### config.mk
export PLATFORM = sky130hd
export DESIGN_NAME = gs_acq_sequencer
export DESIGN_NICKNAME = d
export VERILOG_FILES = /design/src/rtl/gs_acq_sequencer.sv
export SDC_FILE = /design/constraint.sdc
export NUM_CORES = 1
export LEC_CHECK = 0
export CORE_UTILIZATION = 37
export CTS_BUF_LIST = sky130_fd_sc_hd__clkbuf_16
export CTS_CLUSTER_SIZE = 14
export DETAILED_ROUTE_END_ITERATION = 10
export GPL_TIMING_DRIVEN = 0
export SLEW_MARGIN = 20
export SYNTH_ARGS = -nofsm -noshare
export SYNTH_HDL_FRONTEND = slang
export SYNTH_SLANG_ARGS = --single-unit
### constraint.sdc
create_clock -name iClk -period 5.32 [get_ports iClk]
set_input_delay 0.532 -clock iClk [delete_from_list [all_inputs] [get_ports iClk]]
set_output_delay 0.532 -clock iClk [all_outputs]
set_load 0.005 [all_outputs]
### src/rtl/gs_acq_sequencer.sv
// gs_acq_sequencer: command-driven strided burst reader streaming raw samples to a TX FIFO
module gs_acq_sequencer #(
  parameter int DATA_W = 16,
  parameter int ADDR_W = 8,
  parameter int SEL_W  = 8,
  parameter int NUM_CH = 4
) (
  input  logic              iClk,
  input  logic              iReset,
  input  logic [31:0]       i32Cmd_Data,
  input  logic              iCmd_Empty,
  output logic              oCmd_Rd,
  output logic [ADDR_W-1:0] oAddr,
  output logic [SEL_W-1:0]  oSignSelec,
  input  logic [DATA_W-1:0] iReg,
  output logic              oWriteRawSignal,
  output logic [DATA_W-1:0] oRawSignal,
  input  logic              iTxFull,
  output logic              oBusy,
  output logic              oDone,
  output logic              oErr
);
  typedef enum logic [1:0] {IDLE, DECODE, RUN} state_t;
  state_t state, state_nx;
  logic [31:0] cmd;
  logic [7:0] remaining;
  logic [3:0] op;
  logic sel_bad, burst, burst_ok, head_abort, capture, last;
  assign op = cmd[31:28];
  assign sel_bad = int'(cmd[27:24]) >= NUM_CH;
  assign burst = state == DECODE && op == 4'h1 && !sel_bad;
  assign burst_ok = burst && cmd[15:8] != 8'd0;
  assign head_abort = !iCmd_Empty && i32Cmd_Data[31:28] == 4'h2;
  assign capture = state == RUN && !head_abort && !iTxFull;
  assign last = remaining == 8'd1;
  assign oBusy = burst_ok || state == RUN;
  // Next state and pop strobe; no pop while the done pulse is out so the next command starts a cycle later
  always_comb begin
    state_nx = state;
    oCmd_Rd = 1'b0;
    case (state)
      IDLE: begin
        oCmd_Rd = iReset && !iCmd_Empty && !oDone;
        state_nx = oCmd_Rd ? DECODE : IDLE;
      end
      DECODE: state_nx = burst_ok ? RUN : IDLE;
      RUN: begin
        oCmd_Rd = head_abort;
        state_nx = (head_abort || (capture && last)) ? IDLE : RUN;
      end
      default: state_nx = IDLE;
    endcase
  end
  // State, command latch, burst address/count, sample capture and sticky error
  always_ff @(posedge iClk or negedge iReset)
    if (!iReset) begin
      state <= IDLE;
      cmd <= '0;
      remaining <= '0;
      oAddr <= '0;
      oSignSelec <= '0;
      oWriteRawSignal <= 1'b0;
      oRawSignal <= '0;
      oDone <= 1'b0;
      oErr <= 1'b0;
    end else begin
      state <= state_nx;
      oWriteRawSignal <= capture;
      oDone <= (burst && !burst_ok) || (capture && last);
      if (state == IDLE && oCmd_Rd) cmd <= i32Cmd_Data;
      if (burst_ok) begin
        oAddr <= cmd[16 +: ADDR_W];
        remaining <= cmd[15:8];
        oSignSelec <= SEL_W'(cmd[27:24]);
      end
      if (capture) begin
        oRawSignal <= iReg;
        oAddr <= oAddr + cmd[0 +: ADDR_W];
        remaining <= remaining - 8'd1;
      end
      if (state == DECODE && op == 4'h3) oErr <= 1'b0;
      if (state == DECODE && (op > 4'h3 || (op == 4'h1 && sel_bad))) oErr <= 1'b1;
    end
endmodule

Word-level counts from Yosys, hierarchy flattened --
Index checks and enable logic that the tools add are counted.
Word-level totals: output and inout port bits 37, latch bits 0, flip-flop bits (word level) 73, memories 0, bits in read-only memories 0, bits in writable memories 0, logic and storage cells 58, bits of input ports 52
Operators by class: mux-type cells 11, order comparisons 2, shift operators 0, $add $sub $neg 2, bitwise operators 0, reduce and logical (&&, ||, !) cells 28, eq/ne operators 6, multipliers 0, divide/modulo/power cells 0
Operators by type and width (number):
- $mux 8 | 4
- $logic_and 1x1->1 | 14
- $add 8x8->8 | 1
- $eq 4x2->1 const B | 2
- $eq 8x1->1 const B | 1
- $reduce_bool 8->1 | 1
- $sub 8x1->8 const B | 1
- $logic_not 1->1 | 6
- $pmux 2 s3 | 1
- $eq 4x1->1 const B | 1
- $ge 4x3->1 const B | 1
- $gt 4x2->1 const B | 1
- $logic_or 1x1->1 | 4
- $mux 2 | 2
- $reduce_bool 2->1 | 2
- $mux 1 | 3
- $eq 2x1->1 const B | 1
- $eq 2x2->1 const B | 1
- $logic_not 2->1 | 1
- $pmux 1 s2 | 1

Logic depth before layout (Yosys ltp) --
Gate-level depths: netlist of the first run.
word-level depth 9, mapped depth 8

Worst setup path after synthesis of the first run --
No wires, ideal clock.
path type register to register, from register oAddr[0], to register oAddr[6], path buffers 0, slack 3.327 ns, stages on the path, launching flop included 9, arrival time 1.873 ns, data required time 5.200 ns, cell sequence dfrtp_1 -> ha_1 -> inv_1 -> fa_1 -> nor2b_1 -> o31a_1 -> o21a_1 -> or4_1 -> and3_1
Between the ends: cells in the longest elaborated chain, start to end 2
Ends and longest elaborated chain:
- from (decl) | line 13 | output logic [ADDR_W-1:0] oAddr,
- from (signal assigned) | line 72 | oAddr <= cmd[16 +: ADDR_W];
- from (signal assigned) | line 78 | oAddr <= oAddr + cmd[0 +: ADDR_W];
- $add 8x8->8 | line 78
- $mux 8 | line 76 | if (capture) begin
No other way between the ends. A chain may end at the register's enable or synchronous reset.

Worst setup path in the final report of the first run --
from input iCmd_Empty, to output oCmd_Rd
Between the ends: cells in the longest elaborated chain, start to end 4, elaborated cells on any way between the ends 5, classes of those cells mux (1); reduce/logical (4)
Ends and longest elaborated chain:
- from (decl) | line 11 | input logic iCmd_Empty,
- $logic_not 1->1 (*) | line 33, 43
- $logic_and 1x1->1 (2 in a row) | line 43 | oCmd_Rd = iReset && !iCmd_Empty && !oDone;
- $pmux 1 s2 (*) | line 41 | case (state)
- to (decl) | line 12 | output logic oCmd_Rd,
Every way passes the cells marked *; elsewhere a longest branch is shown, timed or not.

==> results of run 1 <==
-- synthesized netlist by cell type (2+ instances only) --
cell type  instances  area share
mux2i_1            4       0.012
o211ai_1           5       0.011
a31oi_1            3      0.0057
nand3_1            3      0.0045
a221o_1            3      0.0090
nor2b_1            2      0.0038
o21ai_0            9       0.014
and2_1             2      0.0038
o21a_1             2      0.0045
a21o_1             2      0.0045
ha_1               9       0.034
buf_4              4      0.0090
nor4_1             2      0.0038
dfrtp_1           73        0.55
a21oi_1            7       0.011
o22ai_1            3      0.0057
a211oi_1           2      0.0045
xnor2_1            2      0.0053
inv_1              7      0.0079
o21bai_1           2      0.0045
nor2_1            15       0.017
nor3_1             3      0.0045
and3_1             2      0.0038
o311ai_1           2      0.0053
o21ai_1            2      0.0030
or3_1              2      0.0038
buf_2              7       0.011
nand2_1           70       0.079
mux2_2            29       0.098
nand2b_1           2      0.0038
mux2_1             2      0.0068
clkbuf_1           3      0.0034
nand4_1            2      0.0038
-- final cells by class --
type,count,area share
Inverter,8,0.00648
Sequential cell,73,0.394
Timing Repair Buffer,85,0.185
Tap cell,108,0.0291
Clock buffer,9,0.0486
Clock inverter,6,0.0181
Multi-Input combinational cell,212,0.302
Buffer,14,0.0165
-- cell families after synthesis --
logic type      share of synthesized area
simple gates                        0.151
flops                               0.550
compound gates                      0.101
mux                                 0.117
buf+inv                            0.0320
fa+ha+maj                          0.0399
xor+xnor                          0.00791
other cells                       0.00113
-- cell usage in the layout, fill, tap and decap left out, drive strengths merged, types with 3 or more instances in the layout --
cell           Yosys  layout
a221o              3       3
a31oi              3       3
clkbuf             3      12
nor4               3       3
conb               1       4
o21ai             11      11
o211ai             5       5
mux2              31      31
o22ai              3       3
ha                 9       9
nor2              15      15
nor3               3       3
nand3              3       3
inv                8       8
mux2i              4       4
dfrtp             73      73
clkdlybuf4s50      0      83
buf               11      13
nand2             71      71
a21oi              8       8
-- state kept, by name, indices dropped and copies added (netlist names) --
signal	count
oErr	1
state	2
remaining	8
oRawSignal	16
cmd	32
oSignSelec	4
oDone	1
oAddr	8
oWriteRawSignal	1
-- power by group through the flow --
stage	combinational [uW]	sequential, uW	clock, uW
final	725	882	632
after global routing	811	913	674
after CTS	733	885	644
after detailed placement	726	890	0
after global placement	712	887	0
after floorplan	393	872	0
-- routing by layer --
layer,track usage,part of all wire,wire length [um],vias to the layer above
met2,0.273,0.46,3500,76
met5,0,0,0,-
met3,0.0549,0.076,585,8
met4,0.0827,0.011,82,0
li1,-,-,-,1251
met1,0.240,0.46,3500,1241
-- through the flow --
stage / utilization / total power, uW / area [um^2] / instances / TNS [ns]
5_1_grt: 0.532 / 2400 / 4640 / 515 / 0
3_5_place_dp: 0.496 / 1620 / 4330 / 500 / 0
4_1_cts: 0.532 / 2260 / 4640 / 515 / 0
2_1_floorplan: - / 1270 / 3330 / 307 / 0
3_3_place_gp: 0.494 / 1600 / 4310 / 499 / -2.47
6_report: 0.532 / 2240 / 4640 / 515 / 0
-- worst reg2reg max path: cells and delay by family (launching register included) --
kind / cells / cell delay (ns)
and+or+nand+nor: 3 / 0.64
adders and majority gates: 2 / 0.45
AOI/OAI and AO/OA: 2 / 0.44
DFF: 1 / 0.40
buffers and inverters: 1 / 0.08
-- worst min-delay path by stage --
stage	startpoint	endpoint	depth (start not counted)
2_1_floorplan	iReset	cmd[0]	0
6_report	iReset	cmd[7]	1
4_1_cts	iReset	cmd[7]	1
3_3_place_gp	cmd[25]	oSignSelec[1]	2
5_1_grt	iReset	remaining[0]	1
3_5_place_dp	oRawSignal[14]	oRawSignal[14]	2
==> reports/results.ini, run 1 <==
[final_layout]
syn_to_final_growth_pct = 39.5
register_area_um2 = 1830
diodes = 0
layout-drive-gt1-share = 0.152
multi_input_area_um2 = 1400
finalNetCount = 465
nFillCells = 797

[yosys]
ys_warn_count = 0
ys_async_sr_fraction = 1.00
ys_types = 50
synth.yosys.seq_area_share = 0.550
ys.flop_type = dfrtp_1
syn-cell-area_um2 = 3320
postSynthCellCount = 304
synth_edf_count = 0
synth-seq-cells = 73
syn_area_per_cell_um2 = 10.9

[critical_path]
rr_worst_depth = 8
r2r_slack_ns = 3.21
crit_arrival_ns = 2.64
cp_slowest_cell = nor4_4
crit_required_ns = 4.79
path_max_fanout = 10
critPathLaunchType = input pin
endpoint = oCmd_Rd
cp_num_buf_inv = 3
crit_family = buffers and inverters
timing.rr.start = oAddr[0]
cpMostUsedCell = clkdlybuf4s50_1
path_depth = 5
reg2reg_to = oAddr[6]
max_stage_delay_ns = 0.60
critPathKind = in2out
critPathLaunch = iCmd_Empty
cp_cell_sequence = clkdlybuf4s50_1, nor4_4, buf_2, o21bai_1, clkdlybuf4s50_1
critPathCaptureType = output pin

[global_routing]
grt_pass1_wl_um = 13300
grt_pass1_vias = 2762
grt-ovfl-total = 0
antenna_found_initial = 0
grt_usage = 0.181
grt_max_degree = 41

[die]
chipHeight_um = 96.8
ioPinCount = 89
die_area_um2 = 9360
core_um2 = 8720
fp.dieW_um = 96.8
initial_core_util = 0.381
row_count = 34

[pwr]
leakagePower_uw = 0.00206
combPwrFrac = 0.324
vdd_drop_max_mv = 0.211
seqPwrFrac = 0.394
internal_power_uw = 1580
powerDensity_nw_per_um2 = 483
clock_power_share = 0.282
sw_frac_of_total = 0.293
power.switching_uw = 656

[timing]
setup-violations-final = 0
final_hold_viol_count = 0
max_slew_margin = 0.425
period_share = 0.597
finalMaxSlewViolations = 0
finalClockSkew_ns = 0.00712
grt_setup_unrepaired = false
setup_slack_ns = 2.14
tightestPinTransition_ns = 0.863
period_needed_ns = 3.18
max_freq_mhz = 315
holdWs_ns = 0.150

[cts]
cts_sinks = 73
cts_tree = yes
cts_buffers = 9
cts_root_buf = clkbuf_16
clkTransAtPathRegs_ns = 0.06
cts-resized-gates = 0
cts_hold_buf = 0
clkLatencyLatePin_ns = 0.33
postCtsSetupRepairBufs = 0
htreeDepth = 3
ctsLongestPathBuffers = 2

[drt]
wl_per_cell_um = 14.9
route.vias.total = 2576
vias_per_cell = 5.00
route.detailed.drc = 0
drtAntennaViolNets = 0
wl_um = 7660
firstDrtPassIters = 4
drt_iter0_drc = 90

[placement]
io_buffers = 84
hpwl_um = 5590
dp_slack_ns = 2.17
gp_congestion = 0.830

[job]
maxCapViolCount = 0

[outcome]
status = complete, no violations

[min_path]
hold_class = in2async

Note: power is estimated with default switching activity, not from simulation.
==> run 2: changes to the inputs <==
clock period = 3.28 ns   (was 5.32 ns; I/O delays follow)
==> reports/results.ini, run 2 (synthesis gave the netlist of run 1 again) <==
[outcome]
status = complete, no violations

[final_layout]
reg.largest.list = cmd: 32 flops, oRawSignal: 16 flops
syn_to_final_growth_pct = 40.2
top_register = cmd
final_common_cell = clkdlybuf4s50_1
design_area_um2 = 4660  ; +0.43%
diodes = 0  ; unchanged
largest_register_ffs = 32  ; unchanged
finalNetCount = 466  ; +0.22%
layout-drive-gt1-share = 0.154  ; +0.00208
final_cell_mix = clkdlybuf4s50_1, dfrtp_1, nand2_1
post-route-util = 0.534  ; +0.00229

[critical_path]
path_max_fanout = 10  ; unchanged
critPathKind = reg2out
cp_slowest_cell = clkdlybuf4s50_1
r2r_slack_ns = 1.17  ; -2.04 ns
max_stage_delay_ns = 0.49  ; -0.11 ns
crit_required_ns = 2.95  ; -1.84 ns
cpMostUsedCell = buf_2
critPathCaptureType = output pin
critPathLaunchType = flip-flop
cp_cell_sequence = nor2b_1, and4_1, buf_2, nand2_2, buf_2, nand2_1, clkdlybuf4s50_1
crit_arrival_ns = 2.44  ; -0.20 ns

[drt]
drt_iter0_drc = 83  ; -7.8%
vias_per_cell = 5.02  ; +0.31%
drtAntennaViolNets = 0  ; unchanged
wl_per_cell_um = 15.0  ; +1.1%
firstDrtPassIters = 4  ; unchanged
wl_um = 7760  ; +1.3%
route.detailed.drc = 0  ; unchanged
route.vias.total = 2589  ; +0.50%

[timing]
setup-violations-final = 0  ; unchanged
period_needed_ns = 2.77
period_share = 0.844
finalClockSkew_ns = 0.00716  ; +0.0000360 ns
max_freq_mhz = 361
grt_setup_unrepaired = false
tightestPinTransition_ns = 0.847  ; -0.0151 ns
finalMaxSlewViolations = 0  ; unchanged
max_slew_margin = 0.435  ; +0.0101
final_hold_viol_count = 0  ; unchanged

[cts]
clkTransAtPathRegs_ns = 0.06  ; about the same
cts_tree = yes
postCtsSetupRepairBufs = 0  ; unchanged
clkLatencyLatePin_ns = 0.33  ; about the same
cts_sinks = 73  ; unchanged
cts_root_buf = clkbuf_16
ctsLongestPathBuffers = 2  ; unchanged
htreeDepth = 3  ; unchanged
cts_buffers = 9  ; unchanged

[die]
die_area_um2 = 9360  ; unchanged
initial_core_util = 0.381  ; unchanged
row_count = 34  ; unchanged
fp.dieW_um = 96.8  ; unchanged
ioPinCount = 89  ; unchanged
core_um2 = 8720  ; unchanged
chipHeight_um = 96.8  ; unchanged

[global_routing]
grt_pass1_vias = 2752  ; -0.36%
grt-ovfl-total = 0  ; unchanged
grt_max_degree = 41  ; unchanged
grt_usage = 0.182  ; +0.00110
antenna_found_initial = 0  ; unchanged
grt_pass1_wl_um = 13400  ; +0.36%

[job]
maxCapViolCount = 0  ; unchanged

[placement]
gp_congestion = 0.830  ; unchanged
hpwl_um = 5590  ; unchanged
place_area_um2 = 4330  ; unchanged
io_buffers = 84  ; unchanged

[pwr]
powerDensity_nw_per_um2 = 781  ; +62%
vdd_drop_max_mv = 0.342  ; +62%
leakagePower_uw = 0.00207  ; +0.46%

[min_path]
hold_class = in2async

run 2: cell count changes in the layout (fill, tap and decap cells not counted):
| cell | change |
|---|---|
| buf_12 | +1 |
run 2: layer usage:
layer | global-route usage | share of wire | routed length [um]
met5 | 0 | 0 | 0
met3 | 0.0549 | 0.074 | 577
met2 | 0.272 | 0.46 | 3550
met4 | 0.0827 | 0.016 | 125
met1 | 0.245 | 0.45 | 3510
run 2: cell type report:
cell class	count	area, um^2
fillers	793	4070
flip-flops and latches	73	1830
multi-input cells	212	1400
repair buffers	86	878
clock buffers	9	225
well taps	108	135
clock inverters	6	83.8
plain buffers	14	76.3
inverters	8	30.0
run 2: final timing paths:
kind | start | to | cells past startpoint
setup reg to reg | oAddr[0] | oAddr[6] | 8
setup / recovery | state[0] | oBusy | 7
min in group iClk | oRawSignal[1] | oRawSignal[1] | 2
hold / removal | iReset | remaining[0] | 2
max in group asynchronous | iReset | cmd[0] | 2
hold reg to reg | oRawSignal[1] | oRawSignal[1] | 2
run 2: repair_timing:
action,4_1_cts,5_1_grt
hold buffers,1,0
resized for setup,0,0
hold endpoints to repair,33,0
run 2: metrics by stage:
| stage | std cells | power [uW] | setup slack [ns] | hold WS [ns] | TNS [ns] |
|---|---|---|---|---|---|
| 2_1_floorplan | 307 | 2050 | 1.29 | 0.0324 | 0 |
| 3_3_place_gp | 499 | 2590 | -2.36 | 0.449 | -120.27 |
| 3_5_place_dp | 500 | 2620 | 0.537 | 0.321 | 0 |
| 4_1_cts | 516 | 3670 | 0.499 | 0.0117 | 0 |
| 5_1_grt | 516 | 3890 | 0.342 | 0.00862 | 0 |
| 6_report | 516 | 3630 | 0.513 | 0.00416 | 0 |
run 2: critical path, delay by kind of cell, from the launching register on:
| family | cells | cell delay [ns] |
|---|---|---|
| AND/OR/NAND/NOR | 4 | 0.74 |
| buffers and inverters | 3 | 0.98 |
| flip-flops | 1 | 0.39 |
run 2: where the power goes:
part / internal, uW / total, uW / switching, uW
combinational: 698 / 1180 / 482
sequential: 1210 / 1430 / 217
clock: 657 / 1020 / 367
==> run 3: changes to the inputs <==
PLACE_DENSITY = 0.66   (was unset)
clock period = 2.5 ns   (was 3.28 ns; I/O delays follow)
==> reports/results.ini, run 3 (synthesis gave the netlist of run 1 again) <==
[outcome]
status = complete, no violations

[die]
core_um2 = 8720  ; unchanged
chipHeight_um = 96.8  ; unchanged
die_area_um2 = 9360  ; unchanged
initial_core_util = 0.381  ; unchanged
ioPinCount = 89  ; unchanged
row_count = 34  ; unchanged
fp.dieW_um = 96.8  ; unchanged

[timing]
max_slew_margin = 0.389  ; -0.0458
holdWs_ns = 0.449  ; +0.445 ns
max_freq_mhz = 414
setup_slack_ns = 0.0830  ; -0.430 ns
period_share = 0.967
tightestPinTransition_ns = 0.916  ; +0.0688 ns
final_hold_viol_count = 0  ; unchanged
period_needed_ns = 2.42
setup-violations-final = 0  ; unchanged
finalClockSkew_ns = 0.00618  ; -0.000981 ns
finalMaxSlewViolations = 0  ; unchanged

[global_routing]
grt_usage = 0.183  ; about the same
grt_max_degree = 38  ; -7.3%
top_usage_layer = met2
grt_pass1_vias = 2685  ; -2.4%
antenna_found_initial = 0  ; unchanged
met2_usage = 0.297  ; +0.0249
use_met1 = 0.234  ; -0.0103
grt-ovfl-total = 0  ; unchanged
met3_usage = 0.0491  ; -0.00578
grt_pass1_wl_um = 13400  ; +0.73%

[critical_path]
cp_cell_sequence = nor3_2, and4_1, buf_6, nand2_4, buf_6, nand2_1, clkdlybuf4s50_1
max_stage_delay_ns = 0.50  ; about the same
critPathCaptureType = output pin
cp_num_buf_inv = 3  ; unchanged
cpMostUsedCell = buf_6
crit_arrival_ns = 2.17  ; -0.27 ns
critPathKind = reg2out
path_max_fanout = 10  ; unchanged
crit_required_ns = 2.25  ; -0.70 ns
crit_family = buffers and inverters
critPathLaunchType = flip-flop
cp_slowest_cell = clkdlybuf4s50_1

[final_layout]
final_cell_mix = clkdlybuf4s50_1, dfrtp_1, nand2_1
reg.largest.list = cmd: 32 flops, oRawSignal: 16 flops
nFillCells = 767  ; -3.3%
finalNetCount = 473  ; +1.5%
largest_register_ffs = 32  ; unchanged
design_area_um2 = 4760  ; +2.3%
diodes = 0  ; unchanged
layout-drive-gt1-share = 0.173  ; +0.0191
final_common_cell = clkdlybuf4s50_1
top_register = cmd
syn_to_final_growth_pct = 43.4

[drt]
vias_per_cell = 5.11  ; +1.7%
wl_per_cell_um = 15.7  ; +4.3%
drtAntennaViolNets = 0  ; unchanged
firstDrtPassIters = 4  ; unchanged
route.detailed.drc = 0  ; unchanged
drt_iter0_drc = 112  ; +35%
route.vias.total = 2670  ; +3.1%
wl_um = 8200  ; +5.7%

[pwr]
seqPwrFrac = 0.405  ; +0.011
power_uw = 4700  ; +29%
sw_frac_of_total = 0.302  ; +0.00857
vdd_drop_max_mv = 0.532  ; +55%
power.switching_uw = 1420  ; +33%
clock_power_share = 0.257  ; -0.025
combPwrFrac = 0.339  ; +0.014
internal_power_uw = 3280  ; +28%
powerDensity_nw_per_um2 = 987  ; +26%
leakagePower_uw = 0.00212  ; +2.5%

[cts]
ctsLongestPathBuffers = 2  ; unchanged
clkTransAtPathRegs_ns = 0.06  ; about the same
htreeDepth = 3  ; unchanged
cts_tree = yes
cts_sinks = 73  ; unchanged
clkLatencyLatePin_ns = 0.33  ; about the same
cts_buffers = 9  ; unchanged
cts_root_buf = clkbuf_16

[min_path]
hold_class = in2reg

[placement]
dp_slack_ns = -0.471  ; -1.01 ns
place_area_um2 = 4330  ; unchanged
hpwl_um = 5630  ; +0.88%
gp_congestion = 0.826  ; -0.48%
io_buffers = 84  ; unchanged

[job]
maxCapViolCount = 0  ; unchanged

## run 3: cell count changes in the layout (fill, tap and decap cells not counted), sizes merged
cell / delta
buf: +5
bufinv: -1
clkinv: +2
clkinvlp: -2
dlygate4sd3: +2
inv: +1
## run 3: through the flow
stage | setup TNS (ns) | util | instances
after global routing | -0.0112 | 0.546 | 523
after CTS | 0 | 0.542 | 521
after floorplan | 0 | - | 307
after global placement | -187.83 | 0.494 | 499
after detailed placement | -1.69 | 0.496 | 500
final | 0 | 0.546 | 523
## run 3: area by class of cell
| class | count | area (um^2) | share of cell area |
|---|---|---|---|
| Clock buffer | 9 | 225 | 0.0473 |
| Multi-Input combinational cell | 212 | 1440 | 0.301 |
| Sequential cell | 73 | 1830 | 0.384 |
| Timing Repair Buffer | 93 | 968 | 0.203 |
| Clock inverter | 6 | 51.3 | 0.0108 |
| Inverter | 8 | 30.0 | 0.00630 |
| Tap cell | 108 | 135 | 0.0284 |
| Buffer | 14 | 91.3 | 0.0192 |
## run 3: timing repair
action	4_1_cts	5_1_grt
pin swaps	1	1
endpoints found under the hold margin	36	0
gates resized for setup	10	6
cloned	0	0
setup endpoints to repair	2	2
buffers inserted	1	2
hold buffers	5	0
## run 3: path summary, 6_finish.rpt
check	from	to	cells after the start	slack (ns)
max in group asynchronous	iReset	oSignSelec[2]	4	1.73
min in group asynchronous	iReset	cmd[21]	4	0.54
hold reg to reg	remaining[5]	remaining[5]	1	0.47
setup reg to reg	oAddr[0]	oAddr[6]	8	0.39
setup / recovery	cmd[26]	oBusy	7	0.08
hold / removal	iReg[13]	oRawSignal[13]	3	0.45
## run 3: tightest hold or removal path, cell delays in order
cell and delay (ns):
clkdlybuf4s50_1 0.40, nand2_1 0.05, nand2_1 0.04
## run 3: power by group through the flow
stage / logic [uW] / clock network (uW) / registers (uW)
3_5_place_dp: 1530 / 0 / 1900
4_1_cts: 1580 / 1240 / 1900
3_3_place_gp: 1500 / 0 / 1900
5_1_grt: 1760 / 1290 / 1960
2_1_floorplan: 837 / 0 / 1860
6_report: 1590 / 1210 / 1900
## run 3: metal layers
metal / wire, um / vias up / share of wire
met5: 0 / - / 0
met4: 167 / 0 / 0.020
met3: 425 / 15 / 0.052
met2: 3950 / 78 / 0.48
met1: 3660 / 1308 / 0.45
li1: - / 1269 / -
